[src/rtl/cpu_pkg.sv]
// Shared CPU definitions: instruction-cycle phase encoding, sequencer states
// and the opcode fields that the sequencer and control decoder both look at.
package cpu_pkg;

    localparam logic [2:0] PH_BOUND = 3'd0;
    localparam logic [2:0] PH_FETCH = 3'd1;
    localparam logic [2:0] PH_DEC   = 3'd2;
    localparam logic [2:0] PH_ALU   = 3'd3;
    localparam logic [2:0] PH_MEM   = 3'd4;
    localparam logic [2:0] PH_WB    = 3'd5;

    localparam logic [1:0] OP_ALU  = 2'b11;
    localparam logic [3:0] ALU_HLT = 4'b1111;

    typedef enum logic [1:0] {
        ST_IDLE      = 2'd0,
        ST_RUN       = 2'd1,
        ST_WAIT_STEP = 2'd2,
        ST_HALT      = 2'd3
    } seq_state_t;

    // HLT is the ALU-class opcode with the all-ones function field.
    function automatic logic is_hlt(input logic [15:0] ir);
        return (ir[15:14] == OP_ALU) && (ir[7:4] == ALU_HLT);
    endfunction

endpackage

[src/rtl/phase_sequencer.sv]
// Six-phase instruction-cycle sequencer with run/stop/single-step/halt control,
// memory-ready stalls in fetch and memory phases, and a retired-instruction count.
module phase_sequencer
    import cpu_pkg::*;
#(
    parameter int NUM_PHASES = 6,
    parameter int ICNT_W     = 16
) (
    input  logic              clk,
    input  logic              rst,
    input  logic              start,
    input  logic              stop,
    input  logic              step_mode,
    input  logic              mem_ready,
    input  logic [15:0]       instruction,
    output logic [2:0]        phase,
    output logic              running,
    output logic              halted,
    output logic              step_wait,
    output logic              inst_done,
    output logic [ICNT_W-1:0] icount
);

    localparam logic [2:0] PH_LAST = 3'(NUM_PHASES - 1);

    seq_state_t        state, state_nxt;
    logic [2:0]        phase_nxt;
    logic              stop_pending, stop_pending_nxt;
    logic [ICNT_W-1:0] icount_nxt;
    logic              stall;

    assign stall     = ((phase == PH_FETCH) || (phase == PH_MEM)) && !mem_ready;
    assign inst_done = (state == ST_RUN) && (phase == PH_LAST);

    always_comb begin
        state_nxt        = state;
        phase_nxt        = phase;
        stop_pending_nxt = stop_pending | stop;
        icount_nxt       = icount;

        unique case (state)
            ST_IDLE: begin
                if (start && !stop) begin
                    state_nxt = ST_RUN;
                    phase_nxt = PH_BOUND;
                end
            end
            ST_RUN: begin
                if (phase == PH_LAST) begin
                    icount_nxt = icount + ICNT_W'(1);
                    phase_nxt  = PH_BOUND;
                    if (is_hlt(instruction))
                        state_nxt = ST_HALT;
                    else if (stop_pending || stop)
                        state_nxt = ST_IDLE;
                    else if (step_mode)
                        state_nxt = ST_WAIT_STEP;
                end else if (!stall) begin
                    phase_nxt = phase + 3'd1;
                end
            end
            ST_WAIT_STEP: begin
                if (stop_pending)
                    state_nxt = ST_IDLE;
                else if (start && !stop)
                    state_nxt = ST_RUN;
            end
            ST_HALT: begin
                state_nxt = ST_HALT;
            end
            default: begin
                state_nxt = ST_IDLE;
                phase_nxt = PH_BOUND;
            end
        endcase

        // Residing in IDLE or HALT counts as entry, so a stop seen there never
        // leaks into the next run.
        if ((state_nxt == ST_IDLE) || (state_nxt == ST_HALT))
            stop_pending_nxt = 1'b0;
    end

    always_ff @(posedge clk) begin
        if (rst) begin
            state        <= ST_IDLE;
            phase        <= PH_BOUND;
            stop_pending <= 1'b0;
            icount       <= '0;
            running      <= 1'b0;
            halted       <= 1'b0;
            step_wait    <= 1'b0;
        end else begin
            state        <= state_nxt;
            phase        <= phase_nxt;
            stop_pending <= stop_pending_nxt;
            icount       <= icount_nxt;
            running      <= (state_nxt == ST_RUN);
            halted       <= (state_nxt == ST_HALT);
            step_wait    <= (state_nxt == ST_WAIT_STEP);
        end
    end

endmodule

[config.mk]
export PLATFORM = sky130hd
export DESIGN_NAME = phase_sequencer
export DESIGN_NICKNAME = d
export VERILOG_FILES = /design/src/rtl/cpu_pkg.sv /design/src/rtl/phase_sequencer.sv
export SDC_FILE = /design/constraint.sdc
export NUM_CORES = 1
export LEC_CHECK = 0
export CAP_MARGIN = 20
export CORE_ASPECT_RATIO = 2
export CORE_MARGIN = 3
export CORE_UTILIZATION = 46
export CTS_CLUSTER_SIZE = 10
export DETAILED_ROUTE_END_ITERATION = 12
export GPL_TIMING_DRIVEN = 0
export HOLD_SLACK_MARGIN = 0.02
export PLACE_DENSITY = 0.92
export REMOVE_ABC_BUFFERS = 1
export SYNTH_ARGS = -nofsm -noshare
export SYNTH_HDL_FRONTEND = slang
export SYNTH_SLANG_ARGS = --single-unit
[constraint.sdc]
create_clock -name clk -period 4.3 [get_ports clk]
set_input_delay 1.075 -clock clk [delete_from_list [all_inputs] [get_ports clk]]
set_output_delay 1.075 -clock clk [all_outputs]
set_load 0.005 [all_outputs]
==> run summary <==
Final setup vio count: 0
FF+latch count, synth: 25
Worst Path Max Fanout: 7
CTS resizes: 0
Initial Util: 49.2%
Buffers on Ports: 34
Core area: 2440 um2
DRT iter0 DRCs: 47
Placer Congestion: 0.819
DR vias: 1137
Final worst-path setup slack: 1340 ps
Vias/cell: 5.74
Crit Reg-Reg Startpoint: icount[3]$_SDFFE_PP0P_
Antenna Nets Post-Route: 0
Post-Synthesis Cell Area: 1200 um2
Initial DRT Pass Iterations: 4
Initial antenna violation count: 0
CP startpoint: state[0]$_SDFF_PP0_
Worst EP required: 3220 ps
Final WL: 2720 um
Worst reg2reg setup slack: 2240 ps
Mapped Cells: 138
Clock Power Share: 35.0%
HPWL Detailed: 2050 um
VDD IR-drop max: 0.000251 V
Sw Share: 22.7%
IO Count: 45
Row cnt: 25
Setup Skew: 7.02 ps
Setup TNS: 0 ps
Leakage: 0.542 nW
Max Fclk: 0.338 GHz
Final hold violation count: 0
Ant. Diodes: 0
CP endpoint kind: output port
Die Y: 78.3 um
Met2 GRT Util: 34.8%
Global route total overflow: 0
Int Pwr: 316 uW
Synth Warn #: 0
Largest net degree at the start of global routing: 28
Fillers: 195
Post-route DRC: 0
Total setup buffers inserted after CTS: 0
GRT Max-Usage Layer: met2
CTS tree: built
Asr flop ratio synth: 0%
Clock root cell: clkbuf_8
DIE WIDTH: 42.1 um
PwrDens: 256 nW/um2
Final min period: 2960 ps
Top FF cell, synth: dfxtp_1
First-pass GRT wire length: 4680 um
Vias in the first global route: 1147
Setup crit start kind: flop
RSZ-0062 raised after global routing: no
Hold Crit Start: icount[15]$_SDFFE_PP0P_
Final period util: 68.8%
Hold_buf cts: 0
Max-Cap Viols: 0
Share of layout cells above drive strength 1: 5.26%
Worst skew pair latency: 270 ps
CTS H-tree lvls: 1
EDFF count, synth: 0
Setup Crit Path Kind: flop to output port
Syn Area/Cell: 8.70 um2
Clk slew on worst S/H paths: 90 ps
Sequential power share: 58.0%
Routing usage on met1: 17.0%
Logic pwr share: 7.1%
Area growth syn-to-layout: 33.0%
Die area: 3300 um2
Synth cell types: 35
Wire per inst: 13.7 um
CTS Sinks: 25
NetSw: 92.7 uW
Critical path arrival: 1880 ps
CTS buffer count: 3
Post-place setup slack: 1500 ps
Clk buf depth: 2
Final Max Slew Viols: 0
Outcome: finished clean
Total GRT Usage: 17.7%
Nets@finish: 198
Relative slew slack: 36.8%
Hold Path Class: flop to flop
Tightest Pin Transition: 945 ps
Met3 Track Usage GR: 2.29%
Register area share after synthesis: 41.7%
-- power by group through the flow --
stage / combinational, mW / sequential, mW / clock, mW
after global routing: 0.0322 / 0.238 / 0.153
after global placement: 0.0283 / 0.242 / 0
final: 0.0289 / 0.237 / 0.143
after CTS: 0.0292 / 0.237 / 0.145
after floorplan: 0.0101 / 0.242 / 0
after detailed placement: 0.0291 / 0.242 / 0
-- kinds of logic (layout without fill, tap and decap cells) --
family,count (synthesis),count (layout),share of synthesized area [%]
flops,25,25,41.7
fa+ha+maj,4,4,4.17
compound gates,23,23,12.3
buf+inv,11,44,4.06
mux,2,2,1.77
xor+xnor,8,8,5.83
simple gates,65,65,30.2
-- worst paths after layout --
| check | end | cells past startpoint |
|---|---|---|
| setup reg to reg | icount[15]$_SDFFE_PP0P_ | 4 |
| hold reg to reg | icount[15]$_SDFFE_PP0P_ | 2 |
| hold / removal | icount[15]$_SDFFE_PP0P_ | 2 |
| setup / recovery | inst_done | 3 |
-- worst max-delay path, cell delays in order, from the launching register on --
cell,delay [ps]
dfxtp_1,460
nor2b_1,330
and2_1,280
clkdlybuf4s50_1,530
-- placed cells by master, fill, tap and decap left out, drive strengths merged, types with 2 or more instances in the layout --
cell | netlist | routed
inv | 6 | 6
clkdlybuf4s50 | 0 | 34
clkbuf | 4 | 3
nor2b | 5 | 5
o31ai | 5 | 5
a21oi | 7 | 7
ha | 4 | 4
a22oi | 2 | 2
nor3 | 5 | 5
nand3 | 5 | 5
nand2 | 9 | 9
nor2 | 18 | 18
nand3b | 3 | 3
and3b | 2 | 2
xnor2 | 7 | 7
dfxtp | 25 | 25
nor4 | 4 | 4
nand4 | 4 | 4
or4 | 7 | 7
o21ai | 3 | 3
-- final cells by class --
cell class	count	area (um2)	share of cell area, %
repair buffers	34	340	21.3
flip-flops and latches	25	500	31.3
well taps	27	33.8	2.11
clock inverters	1	7.51	0.470
clock buffers	3	41.3	2.58
multi-input cells	102	652	40.8
inverters	6	22.5	1.41
-- per-stage QoR --
step / cells / util (%) / power (mW) / hold WS [ps] / area [um2]
floorplan: 133 / - / 0.252 / 462 / 1170
global placement: 194 / 63.5 / 0.270 / 463 / 1550
detailed placement: 194 / 63.5 / 0.271 / 495 / 1550
CTS: 198 / 65.5 / 0.411 / 508 / 1600
global route: 198 / 65.5 / 0.423 / 527 / 1600
finish: 198 / 65.5 / 0.409 / 508 / 1600
-- routing by layer --
layer  part of all wire (%)  wire length, um
met2                     58             1570
met5                      0                0
met4                    2.2               59
met1                     36              987
met3                    3.8              102
-- flip-flops by register name, indices dropped and copies added (netlist names) --
register / cells
phase: 3
icount: 16
running: 1
state: 2
halted: 1
step_wait: 1
stop_pending: 1
-- Yosys cell counts, types with 2 or more instances --
master / count / share of area [%]
nand2_1: 9 / 2.8
nand3b_1: 2 / 1.2
ha_1: 4 / 4.2
nor2_1: 18 / 5.6
or4_1: 6 / 3.7
o21ai_0: 3 / 1.2
inv_1: 6 / 1.9
o31ai_1: 5 / 3.1
xnor2_1: 7 / 5.1
nand3_1: 5 / 2.1
clkbuf_1: 4 / 1.2
and3b_1: 2 / 1.5
a21oi_1: 7 / 2.9
a22oi_1: 2 / 1.2
nor3_1: 5 / 2.1
nor2b_1: 5 / 2.6
nor4_1: 4 / 2.1
dfxtp_1: 25 / 42
nand4_1: 3 / 1.6
Note: power is estimated with default switching activity, not from simulation.
